### config.mk
export PLATFORM = sky130hd
export DESIGN_NAME = mem_port_arbiter
export DESIGN_NICKNAME = d
export VERILOG_FILES = /design/src/rtl/mem_port_arbiter.sv
export SDC_FILE = /design/constraint.sdc
export NUM_CORES = 1
export LEC_CHECK = 0
export CORE_UTILIZATION = 41
export DETAILED_ROUTE_END_ITERATION = 10
export HOLD_SLACK_MARGIN = 0.12
export PLACE_DENSITY = 0.85
export SETUP_SLACK_MARGIN = 0.3
export SLEW_MARGIN = 20
export SYNTH_ARGS = -nofsm -noshare
export SYNTH_HDL_FRONTEND = slang
export SYNTH_SLANG_ARGS = --single-unit
### constraint.sdc
create_clock -name clk -period 1.75 [get_ports clk]
set_input_delay 0.35 -clock clk [delete_from_list [all_inputs] [get_ports clk]]
set_output_delay 0.35 -clock clk [all_outputs]
set_load 0.02 [all_outputs]
### src/rtl/mem_port_arbiter.sv
// ---------------------------------------------------------------------------
// mem_port_arbiter
//
// Shares one single-port unified instruction/data memory between the fetch
// stage and the load/store stage of the core.
//
// Arbitration happens only in IDLE. Data wins by default. Fetch is forced
// once STARVE_MAX data grants have been made back to back while fetch was
// waiting. Each access then runs through a fixed-latency sequence:
//
//   IDLE -> ISSUE -> WAIT (MEM_LAT-1 cycles, absent when MEM_LAT=1)
//        -> CAPT -> RESP -> IDLE
//
// ISSUE is the only cycle with mem_en=1. The memory returns data in CAPT,
// which is MEM_LAT cycles after ISSUE. That data is registered into the
// winner's rdata output at the end of CAPT, so rdata and the one-cycle
// ready pulse appear together in RESP.
//
// A request sampled at edge E0 therefore gives:
//   ISSUE in cycle 1, memory data in cycle 1+MEM_LAT, ready in cycle 2+MEM_LAT.
// One transaction takes MEM_LAT+3 cycles, counting the IDLE cycle in which
// the next grant is made.
//
// Parameters
//   ADDR_W      address width
//   DATA_W      data width; byte enables are DATA_W/8 bits
//   MEM_LAT     cycles from the mem_en cycle to valid mem_rdata (>= 1)
//   STARVE_MAX  data grants allowed while fetch waits before fetch is forced (>= 1)
//
// Ports
//   clk        in   system clock, rising edge
//   reset      in   asynchronous active-low reset
//   if_req     in   fetch request, held until if_ready
//   if_addr    in   fetch address
//   if_rdata   out  fetch read data, valid with if_ready, held afterwards
//   if_ready   out  one-cycle fetch completion pulse
//   d_req      in   data request, held until d_ready
//   d_we       in   1 = store, 0 = load
//   d_addr     in   data address
//   d_wdata    in   store data
//   d_be       in   store byte enables
//   d_rdata    out  load data, valid with d_ready, held afterwards
//   d_ready    out  one-cycle data completion pulse
//   mem_en     out  memory access strobe, one cycle per transaction
//   mem_we     out  memory write enable
//   mem_addr   out  memory address
//   mem_wdata  out  memory write data
//   mem_be     out  memory byte enables
//   mem_rdata  in   memory read data
//   busy       out  high whenever the sequencer is not in IDLE
// ---------------------------------------------------------------------------
module mem_port_arbiter #(
    parameter int ADDR_W     = 32,
    parameter int DATA_W     = 32,
    parameter int MEM_LAT    = 2,
    parameter int STARVE_MAX = 4
) (
    input  logic                clk,
    input  logic                reset,

    // Fetch requester
    input  logic                if_req,
    input  logic [ADDR_W-1:0]   if_addr,
    output logic [DATA_W-1:0]   if_rdata,
    output logic                if_ready,

    // Load/store requester
    input  logic                d_req,
    input  logic                d_we,
    input  logic [ADDR_W-1:0]   d_addr,
    input  logic [DATA_W-1:0]   d_wdata,
    input  logic [DATA_W/8-1:0] d_be,
    output logic [DATA_W-1:0]   d_rdata,
    output logic                d_ready,

    // Memory macro
    output logic                mem_en,
    output logic                mem_we,
    output logic [ADDR_W-1:0]   mem_addr,
    output logic [DATA_W-1:0]   mem_wdata,
    output logic [DATA_W/8-1:0] mem_be,
    input  logic [DATA_W-1:0]   mem_rdata,

    output logic                busy
);

    localparam int BE_W   = DATA_W / 8;
    localparam int CNT_W  = $clog2(STARVE_MAX + 1);
    localparam int WAIT_W = (MEM_LAT > 1) ? $clog2(MEM_LAT) : 1;

    typedef enum logic [2:0] {
        S_IDLE,
        S_ISSUE,
        S_WAIT,
        S_CAPT,
        S_RESP
    } state_e;

    typedef enum logic {
        WIN_FETCH = 1'b0,
        WIN_DATA  = 1'b1
    } winner_e;

    // -----------------------------------------------------------------------
    // State and registered outputs
    // -----------------------------------------------------------------------
    state_e              state_q;
    winner_e             winner_q;
    logic [CNT_W-1:0]    starve_cnt_q;
    logic [CNT_W-1:0]    starve_cnt_d;
    logic [WAIT_W-1:0]   wait_cnt_q;

    logic                mem_en_q;
    logic                mem_we_q;
    logic [ADDR_W-1:0]   mem_addr_q;
    logic [DATA_W-1:0]   mem_wdata_q;
    logic [BE_W-1:0]     mem_be_q;

    logic [DATA_W-1:0]   if_rdata_q;
    logic                if_ready_q;
    logic [DATA_W-1:0]   d_rdata_q;
    logic                d_ready_q;

    // -----------------------------------------------------------------------
    // IDLE arbitration and starve counter next state
    // -----------------------------------------------------------------------
    logic in_idle;
    logic fetch_starved;
    logic gnt_data;
    logic gnt_fetch;

    assign in_idle       = (state_q == S_IDLE);
    assign fetch_starved = (starve_cnt_q >= CNT_W'(STARVE_MAX));

    // Data wins unless fetch is waiting and has already been passed over
    // STARVE_MAX times in a row.
    assign gnt_data  = in_idle && d_req && (!if_req || !fetch_starved);
    assign gnt_fetch = in_idle && if_req && !gnt_data;

    // NOTE: every signal written in an always_comb block gets a default
    // assignment first, so no path leaves it unassigned and no latch is inferred.
    always_comb begin
        starve_cnt_d = starve_cnt_q;
        if (gnt_data && if_req) begin
            // A data grant passed over a waiting fetch. Count it, saturating.
            if (!fetch_starved) begin
                starve_cnt_d = starve_cnt_q + CNT_W'(1);
            end
        end else if (gnt_fetch) begin
            starve_cnt_d = '0;
        end else if (in_idle && !if_req) begin
            // Fetch is no longer waiting, so its starvation history is void.
            starve_cnt_d = '0;
        end
    end

    // -----------------------------------------------------------------------
    // Sequencer: grant capture, access timing, response generation
    // -----------------------------------------------------------------------
    // NOTE: all state below is updated with non-blocking assignments. Every
    // register therefore samples the pre-edge value of every other register,
    // whatever order the statements appear in.
    always_ff @(posedge clk or negedge reset) begin
        if (!reset) begin
            state_q      <= S_IDLE;
            winner_q     <= WIN_FETCH;
            starve_cnt_q <= '0;
            wait_cnt_q   <= '0;
            mem_en_q     <= 1'b0;
            mem_we_q     <= 1'b0;
            mem_addr_q   <= '0;
            mem_wdata_q  <= '0;
            mem_be_q     <= '0;
            if_rdata_q   <= '0;
            if_ready_q   <= 1'b0;
            d_rdata_q    <= '0;
            d_ready_q    <= 1'b0;
        end else begin
            starve_cnt_q <= starve_cnt_d;

            // The strobe and the ready pulses each last one cycle. They are
            // cleared by default and set only on the edge that enters
            // ISSUE or RESP.
            mem_en_q   <= 1'b0;
            if_ready_q <= 1'b0;
            d_ready_q  <= 1'b0;

            case (state_q)
                S_IDLE: begin
                    if (gnt_data) begin
                        winner_q    <= WIN_DATA;
                        mem_en_q    <= 1'b1;
                        mem_we_q    <= d_we;
                        mem_addr_q  <= d_addr;
                        mem_wdata_q <= d_wdata;
                        mem_be_q    <= d_be;
                        state_q     <= S_ISSUE;
                    end else if (gnt_fetch) begin
                        winner_q    <= WIN_FETCH;
                        mem_en_q    <= 1'b1;
                        mem_we_q    <= 1'b0;
                        mem_addr_q  <= if_addr;
                        mem_wdata_q <= '0;
                        mem_be_q    <= '1;
                        state_q     <= S_ISSUE;
                    end
                end

                S_ISSUE: begin
                    if (MEM_LAT > 1) begin
                        // The counter is loaded one short because the first
                        // WAIT cycle is spent while it reads MEM_LAT-2.
                        wait_cnt_q <= WAIT_W'(MEM_LAT - 2);
                        state_q    <= S_WAIT;
                    end else begin
                        state_q    <= S_CAPT;
                    end
                end

                S_WAIT: begin
                    if (wait_cnt_q == '0) begin
                        state_q <= S_CAPT;
                    end else begin
                        wait_cnt_q <= wait_cnt_q - WAIT_W'(1);
                    end
                end

                S_CAPT: begin
                    // Only reads update rdata. A store leaves the last load
                    // data visible on d_rdata.
                    if (winner_q == WIN_FETCH) begin
                        if_rdata_q <= mem_rdata;
                        if_ready_q <= 1'b1;
                    end else begin
                        if (!mem_we_q) begin
                            d_rdata_q <= mem_rdata;
                        end
                        d_ready_q <= 1'b1;
                    end
                    state_q <= S_RESP;
                end

                S_RESP: begin
                    // No grant is made here. A request still high during
                    // RESP is arbitrated in the following IDLE cycle.
                    state_q <= S_IDLE;
                end

                default: begin
                    state_q <= S_IDLE;
                end
            endcase
        end
    end

    // -----------------------------------------------------------------------
    // Outputs
    // -----------------------------------------------------------------------
    assign mem_en    = mem_en_q;
    assign mem_we    = mem_we_q;
    assign mem_addr  = mem_addr_q;
    assign mem_wdata = mem_wdata_q;
    assign mem_be    = mem_be_q;

    assign if_rdata  = if_rdata_q;
    assign if_ready  = if_ready_q;
    assign d_rdata   = d_rdata_q;
    assign d_ready   = d_ready_q;

    assign busy      = (state_q != S_IDLE);

endmodule

### Word-level counts from Yosys, hierarchy flattened

Cells that the tools add are included.

| operators by class | value |
|---|---|
| $add $sub $neg | 2 |
| order comparisons | 1 |
| eq/ne operators | 6 |
| muxes and demuxes | 26 |
| bitwise operators | 2 |
| reductions and logical operators | 20 |

Operators with widths:

| kind | number |
|---|---|
| 2-to-1 mux 32 bit | 4 |
| 2-to-1 mux 3 bit | 7 |
| case mux 3 bit (4 select lines) | 1 |
| 2-to-1 mux 1 bit | 11 |
| 2-to-1 mux 4 bit | 2 |
| AND reduction 2 bit | 4 |
| == test 3 x 2 -> 1 bit, second input constant | 2 |
| logical AND 1 bit | 6 |
| nonzero test 3 bit | 2 |
| != test 2 bit, second input constant | 2 |
| nonzero test 2 bit | 2 |
| adder 3 x 1 -> 3 bit, second input constant | 1 |
| == test 3 x 1 -> 1 bit, second input constant | 1 |
| greater-or-equal comparator 3 bit, second input constant | 1 |
| zero test 1 bit | 3 |
| zero test 3 bit | 1 |
| != test 3 x 1 -> 1 bit, second input constant | 1 |
| AND reduction 3 bit | 1 |
| NOT 1 bit | 2 |
| case mux 1 bit (2 select lines) | 1 |
| logical OR 1 bit | 1 |
| subtractor 1 bit, second input constant | 1 |

| word-level totals | value |
|---|---|
| bits in registers | 144 |
| input bits | 137 |
| output and inout port bits | 137 |
| word-level logic and storage cells | 70 |

### Longest topological paths before layout

Gate-level depths: netlist (run 1).

| logic depth | value |
|---|---|
| word-level depth | 9 |
| mapped depth | 6 |

### Worst setup path before layout (run 1)

No wires, ideal clock.

| timing path | value |
|---|---|
| path kind | register -> register |
| from | register state_q[2] |
| to | register d_rdata_q[10] (netlist: d_rdata[10]) |
| library setup time | 125 ps |
| arrival time | 1454 ps |
| required time | 1625 ps |
| setup slack | 171 ps |
| cell stages (with the launch flop) | 5 |
| path buffers | 2 |
| period minus slack after synthesis | 1579 ps |
| cells stage by stage | dfrtp_1 buf_2 nor4b_4 buf_6 mux2_4 |

| on the way | value |
|---|---|
| word-level cells in the longest chain between the ends | 2 |

Ends and longest elaborated chain:

| item | RTL line | source |
|---|---|---|
| from (decl) | 107 | `state_e state_q;` |
| from (signal assigned) | 165 | `state_q <= S_IDLE;` |
| from (signal assigned) | 197 | `state_q <= S_ISSUE;` |
| from (signal assigned) | 205 | `state_q <= S_ISSUE;` |
| == test 3 x 2 -> 1 bit | 188 | `case (state_q)` |
| AND reduction 3 bit (no source line) | n/a |  |
| to (signal assigned) | 236 | `d_rdata_q <= mem_rdata;` |
| to (decl) | 121 | `logic [DATA_W-1:0] d_rdata_q;` |

Every way passes these cells.
A chain may end at the register's enable or synchronous reset.

### Worst setup path after layout (run 1)

| timing path | value |
|---|---|
| from | register state_q[0] |
| to | output busy |

| on the way | value |
|---|---|
| word-level cells in the longest chain between the ends | 1 |

Ends and longest elaborated chain:

| item | RTL line | source |
|---|---|---|
| nonzero test 3 bit | 270 | `assign busy = (state_q != S_IDLE);` |
| to (decl) | 84 | `output logic busy` |

Every way passes these cells.

==> results of run 1 <==
-- worst max-delay path, delay by kind of cell, from the launching register on --
family	cells	cell delay (ps)
buf+inv	2	200
simple gates	1	250
flops	1	450
-- worst paths after layout --
| kind | endpoint | slack [ps] | depth (start not counted) |
|---|---|---|---|
| max | busy | 90 | 3 |
| min | mem_addr[8] | 430 | 2 |
| max reg2reg | mem_wdata[12] | 120 | 6 |
| min reg2reg | mem_wdata[22] | 510 | 1 |
| max in group asynchronous | state_q[1] | 650 | 3 |
| min in group clk | mem_wdata[22] | 510 | 1 |
-- sequential cells by signal, indices dropped and copies added (netlist names) --
name and cells:
mem_en 1, starve_cnt_q 3, d_rdata 32, if_ready 1, mem_we 1, mem_wdata 32
d_ready 1, winner_q 1, state_q 3, if_rdata 32, mem_addr 32, mem_be 4
-- cell families after synthesis --
kind of cell / Yosys count / synth area share, %
and+or+nand+nor: 13 / 2.00
adders and majority gates: 2 / 0.431
DFF: 143 / 61.6
buffers and inverters: 35 / 3.47
xor gates and xnor gates: 1 / 0.151
muxes: 65 / 13.2
AOI/OAI and AO/OA: 106 / 19.1
-- report_power, final --
| group | internal (uW) | switching (uW) | total [uW] |
|---|---|---|---|
| combinational | 5570 | 4830 | 10400 |
| clock | 2230 | 1370 | 3600 |
| sequential | 4900 | 1110 | 6000 |
-- cell type report --
cell class	instances	area, um2
well taps	180	225
clock inverters	11	141
clock buffers	20	437
fillers	865	3760
inverters	5	26.3
flip-flops and latches	143	3580
repair buffers	326	3370
multi-input cells	188	2280
-- through the flow --
stage	util [%]	setup WS [ps]	total power [uW]	hold WS, ps	TNS [ps]
6_report	72.8	92.4	20000	425	0
5_1_grt	72.8	43.9	20800	463	0
4_1_cts	69.0	58.7	18300	438	0
3_5_place_dp	63.9	-324	15200	319	-14720
3_3_place_gp	63.9	-231	14900	316	-10400
2_1_floorplan	-	185	10900	54.4	0
-- layer usage --
metal	share of wire, %	track usage [%]	up-vias	routed length [um]
li1	-	-	2041	-
met1	38	25.6	2361	7340
met2	52	38.5	237	9890
met3	7.5	6.48	38	1440
met4	2.6	9.34	0	508
met5	0	0	-	0
-- cell usage in the layout (no fill, tap or decap), drive strengths merged --
master / n
dlygate4sd3: 1
or2: 1
xnor2: 1
dfrtp: 143
and2: 1
o32ai: 32
inv: 5
o21ai: 1
ha: 2
buf: 61
nor2: 4
o22a: 4
nor3: 4
a21bo: 1
clkbuf: 64
clkdlybuf4s50: 135
bufinv: 3
mux2: 65
and3: 1
a21o: 1
nor2b: 1
nor4b: 1
a2bb2oi: 32
a22o: 35
clkinvlp: 3
nand2: 1
clkdlybuf4s15: 85
clkinv: 5
-- repair_timing --
action                     in CTS  in global routing
pin swaps                       2                 22
hold buffers                    1                  0
hold endpoints to repair       45                  0
buffers inserted                1                 20
gates resized for setup       376                130
setup endpoints to repair     272                188
gates cloned                    1                 14
==> results by group, run 1 <==
Outcome
  – Outcome: finished clean

Setup path
  – Slowest stage delay, CP: 450 ps
  – Data arrival, critical path: between 1000 and 1500 ps
  – Crit path required time: between 1000 and 1500 ps
  – Crit-path cells: nor3_4 -> inv_4 -> buf_6
  – Crit start category: flip-flop
  – Worst r2r src: state_q[0]
  – Critical path type: reg -> out
  – Worst-path fanout max: 3
  – Worst Setup SP: state_q[0]
  – CP max stage cell: dfrtp_2
  – Crit path capture type: output port

Route
  – Wire per inst: approximately 22 um
  – Drt pass-1 iters: 4
  – Routed Antenna Nets: 0
  – Via count: approximately 4700
  – Routed wire length: 19200 um
  – # DRC: 0
  – Vias/cell: about 5.4
  – Number of DRC markers in iteration 0: ~230

Floorplan
  – I/O pins: 274
  – Die W: between 100 and 150 um
  – Core footprint: between 10000 and 15000 um2
  – Die Y: about 120 um
  – # rows: 43
  – Die area: around 15000 um2
  – Starting Density: between 40% and 50%

Logic synthesis
  – Synth warn: 0
  – Asr flop ratio synth: between 90% and 100%
  – Cell taking the most area after synthesis: dfrtp_1
  – Avg Inst Size Synth: around 16 um2
  – Synth cell count leaders: 143 x dfrtp_1, 53 x mux2_2, 35 x a22o_1
  – Count leader, synth: dfrtp_1
  – Post-synthesis cell area: 5810 um2
  – Most used flip-flop cell after synthesis: dfrtp_1
  – Synth area leaders: dfrtp_1 62%, mux2_2 10%, a2bb2oi_2 7.5%, a22o_1 5.3%, o32ai_1 4.8%
  – Syn nets: 504
  – Synthesized flop and latch total: around 140
  – Unique masters post-synth: 31
  – Sequential share of the synthesized area: roughly 62%
  – Synth top area share: roughly three fifths
  – Number of synthesized flops with an enable pin: 0
  – Mapped Cells: between 300 and 400

Timing
  – Setup Skew: roughly 6.8 ps
  – Fmax: 603 MHz
  – Slew HR: 69.0%
  – Pins Over Slew Limit: 0
  – RSZ-0062 raised after global routing: true
  – Post-route minimum period: 1660 ps
  – Final Cycle Share: 94.7%
  – Measured slew at the worst slew-check pin: 465 ps
  – Hold Vio Cnt, Final: 0
  – Final Setup Violations: 0

Power
  – Peak VDD IR: just over 0.0009 V
  – Leak: roughly 0.0044 uW
  – PD cells: approximately 2000 nW/um2

Global route
  – Total GRT Usage: ~22%
  – Vias in the first global route: between 4000 and 5000
  – First-pass GRT wire length: about 25000 um
  – Initial antenna violation count: 0
  – Largest net degree at the start of global routing: 50
  – Grt ovf: 0

Cells and area
  – Design area: roughly 10000 um2
  – Layout overhead on the synthesized area: 73.2%
  – Layout Cells excl Fill: approximately 870
  – Share of cells above drive strength 1: between 40% and 50%
  – Layout Nets: 820
  – Antenna cells: 0

Place
  – Placer's final routability congestion estimate: ~0.73
  – DP Area: approximately 8800 um2
  – I/O Buffers: 273
  – Detailed placement HPWL: 11400 um
  – Placed insts: roughly 810

Clock network
  – Htree depth: 4
  – Worst-path clk slew: approximately 60 ps
  – Clk_lat worst skew: roughly 410 ps
  – Clock root cell: clkbuf_16
  – Clock sink count: between 100 and 150
  – CTS tree: done
  – Clock buffer depth: 2
  – CTS buffer count: 17

Run
  – # Max-Cap Violations: 0

Min path
  – Hold Crit Class: in -> async
(Power assumes the default switching activity.)
==> run 2, diff against run 1 <==
--- a/config.mk
+++ b/config.mk
@@ -5,10 +5,11 @@
 export SDC_FILE = /design/constraint.sdc
 export NUM_CORES = 1
 export LEC_CHECK = 0
-export CORE_UTILIZATION = 41
+export CORE_UTILIZATION = 42
+export CTS_BUF_LIST = sky130_fd_sc_hd__clkbuf_4 sky130_fd_sc_hd__clkbuf_8
 export DETAILED_ROUTE_END_ITERATION = 10
 export HOLD_SLACK_MARGIN = 0.12
-export PLACE_DENSITY = 0.85
+export PLACE_DENSITY = 0.87
 export SETUP_SLACK_MARGIN = 0.3
 export SLEW_MARGIN = 20
 export SYNTH_ARGS = -nofsm -noshare
==> results by group, run 2 (synthesis results as in run 1) <==
Outcome
  – Outcome: finished clean (unchanged)

Timing
  – Pins Over Slew Limit: 0 (unchanged)
  – Fmax: 583 MHz (was 603 MHz)
  – Slew HR: 49.2% (was 69.0%)
  – Post-route minimum period: 1720 ps (was 1660 ps)
  – Final Cycle Share: 98.1% (was 94.7%)
  – Setup Skew: 11.2 ps (was 6.77 ps)
  – Final setup TNS: 0 ps (unchanged)
  – Hold Vio Cnt, Final: 0 (unchanged)
  – Setup ws final: 34.0 ps (was 92.4 ps)
  – RSZ-0062 raised after global routing: true (unchanged)
  – Measured slew at the worst slew-check pin: 761 ps (was 465 ps)
  – Final Setup Violations: 0 (unchanged)

Setup path
  – Critical path type: reg -> reg (was reg -> out)
  – Crit path capture type: flip-flop (was output port)
  – Slowest stage delay, CP: 420 ps (was 450 ps)
  – Worst-path fanout max: 6 (was 3)
  – Crit path required time: 2060 ps (was 1400 ps)
  – Data arrival, critical path: 2030 ps (was 1310 ps)
  – CP max stage cell: dfrtp_1 (was dfrtp_2)
  – Crit start category: flip-flop (unchanged)
  – Crit-path cells: nor3_4 -> buf_4 -> buf_6 -> buf_12 -> o21ai_4 -> clkinv_4 -> buf_6 -> buf_16 -> a2bb2oi_2 (was nor3_4 -> inv_4 -> buf_6)
  – Top cell by count, worst path: buf_6

Cells and area
  – Layout Nets: 819 (was 820)
  – Fill cells: 992 (was 865)
  – Area of the multi-input gates: 2080 um2 (was 2280 um2)
  – FF+latch area: 3580 um2 (about the same)
  – Antenna cells: 0 (unchanged)
  – Most frequent cells in the layout: 142 x dfrtp_1, 135 x clkdlybuf4s50_1, 133 x buf_2 (was 139 x dfrtp_1, 135 x clkdlybuf4s50_1, 77 x clkdlybuf4s15_2)
  – Final core utilization: 68.4% (was 72.8%)
  – Commonest non-fill, non-tap cell in the layout: dfrtp_1 (unchanged)
  – Layout overhead on the synthesized area: 57.2% (was 73.2%)
  – Share of cells above drive strength 1: 47.5% (was 46.6%)

Place
  – Placer's final routability congestion estimate: 0.782 (was 0.729)
  – Worst slack at placement: -314 ps (was -324 ps)
  – Detailed placement HPWL: 11600 um (was 11400 um)
  – I/O Buffers: 273 (unchanged)

Route
  – DR top layer: met4 (unchanged)
  – # DRC: 0 (unchanged)
  – Vias/cell: 5.32 (was 5.36)
  – Metal3 WL: 1220 um (was 1440 um)
  – Drt pass-1 iters: 4 (unchanged)
  – Via count: 4626 (was 4677)
  – Routed Antenna Nets: 0 (unchanged)
  – Number of DRC markers in iteration 0: 257 (was 234)
  – Routed wire length: 17500 um (was 19200 um)
  – Wire per inst: 20.1 um (was 22.0 um)
  – DRT met1 WL: 6760 um (was 7340 um)
  – Met2 Wirelength: 8990 um (was 9890 um)

Clock network
  – Clock sink count: 143 (unchanged)
  – Clock root cell: clkbuf_8 (was clkbuf_16)
  – Htree depth: 4 (unchanged)
  – Clk_lat worst skew: 440 ps (was 410 ps)
  – Clock buffer depth: 2 (unchanged)
  – CTS tree: done (unchanged)
  – Worst-path clk slew: 80 ps (was 60 ps)
  – CTS buffer count: 17 (unchanged)

Global route
  – Initial antenna violation count: 0 (unchanged)
  – Largest net degree at the start of global routing: 43 (was 50)
  – First-pass GRT wire length: 25600 um (was 24600 um)
  – Vias in the first global route: 4926 (was 4648)
  – Grt ovf: 0 (unchanged)
  – Total GRT Usage: 23.4% (was 22.3%)

Floorplan
  – # rows: 42 (was 43)
  – Die area: 14300 um2 (was 14600 um2)
  – Starting Density: 43.5% (was 42.0%)
  – Core footprint: 13300 um2 (was 13800 um2)
  – I/O pins: 274 (unchanged)
  – Die W: 120 um (was 121 um)
  – Die Y: 120 um (was 121 um)

Power
  – PD cells: 1930 nW/um2 (was 1990 nW/um2)
  – Peak VDD IR: 0.000776 V (was 0.000907 V)
  – Leak: 0.00406 uW (was 0.00437 uW)

Min path
  – Hold Crit Class: in -> async (unchanged)

Run
  – # Max-Cap Violations: 0 (unchanged)
run 2: cell count changes in the layout (fill, tap and decap cells not counted), sizes merged:
cell	delta
buf	+120
clkdlybuf4s15	-84
clkbuf	-38
inv	+3
bufinv	-2
clkinv	+1
run 2: cell type report:
type,count,area share [%]
flip-flops and latches,143,39.2
repair buffers,325,31.0
multi-input cells,188,22.8
clock buffers,19,2.86
well taps,176,2.41
clock inverters,13,1.42
inverters,5,0.288
run 2: final timing paths:
check / from / to / slack (ps) / depth (start not counted)
worst max-delay path: state_q[1] / mem_addr[24] / 30 / 9
worst min-delay path: reset / if_rdata[13] / 400 / 2
worst max register to register: state_q[1] / mem_addr[24] / 30 / 9
worst min register to register: if_rdata[22] / if_rdata[22] / 510 / 1
max in group asynchronous: reset / if_rdata[27] / 770 / 3
min in group clk: d_be[2] / mem_be[2] / 500 / 2
run 2: critical path: cells and delay by family (launching register included):
family	cells	cell delay [ps]
AO/OA/AOI/OAI	2	260
buffers and inverters	6	850
flip-flops	1	420
AND/OR/NAND/NOR	1	70
run 2: metal layers:
metal	up-vias	global-route usage, %
li1	2042	-
met1	2311	26.8
met2	235	40.7
met3	38	6.42
met4	0	10.1
met5	-	0
run 2: timing repair:
| item | CTS | global route |
|---|---|---|
| endpoints found under the setup margin | 274 | 185 |
| buffers inserted | 5 | 8 |
| hold buffers | 1 | 0 |
| hold endpoints to repair | 37 | 0 |
| gates cloned | 2 | 11 |
| gates resized for setup | 522 | 63 |
| pin swaps | 2 | 5 |
run 2: stage by stage:
step / instance area, um2 / power (uW) / hold slack, ps / cells
4_1_cts: 9080 / 17300 / 399 / 850
3_5_place_dp: 8880 / 15300 / 296 / 810
2_1_floorplan: 5850 / 10900 / 54.4 / 365
6_report: 9130 / 17600 / 397 / 869
3_3_place_gp: 8880 / 14900 / 292 / 810
5_1_grt: 9130 / 18500 / 399 / 869
run 2: where the power goes:
| group | switching (uW) | total [uW] | internal, uW |
|---|---|---|---|
| Sequential | 959 | 5830 | 4870 |
| Clock | 1330 | 2550 | 1230 |
| Combinational | 4670 | 9240 | 4570 |
| Total | 6960 | 17600 | 10700 |
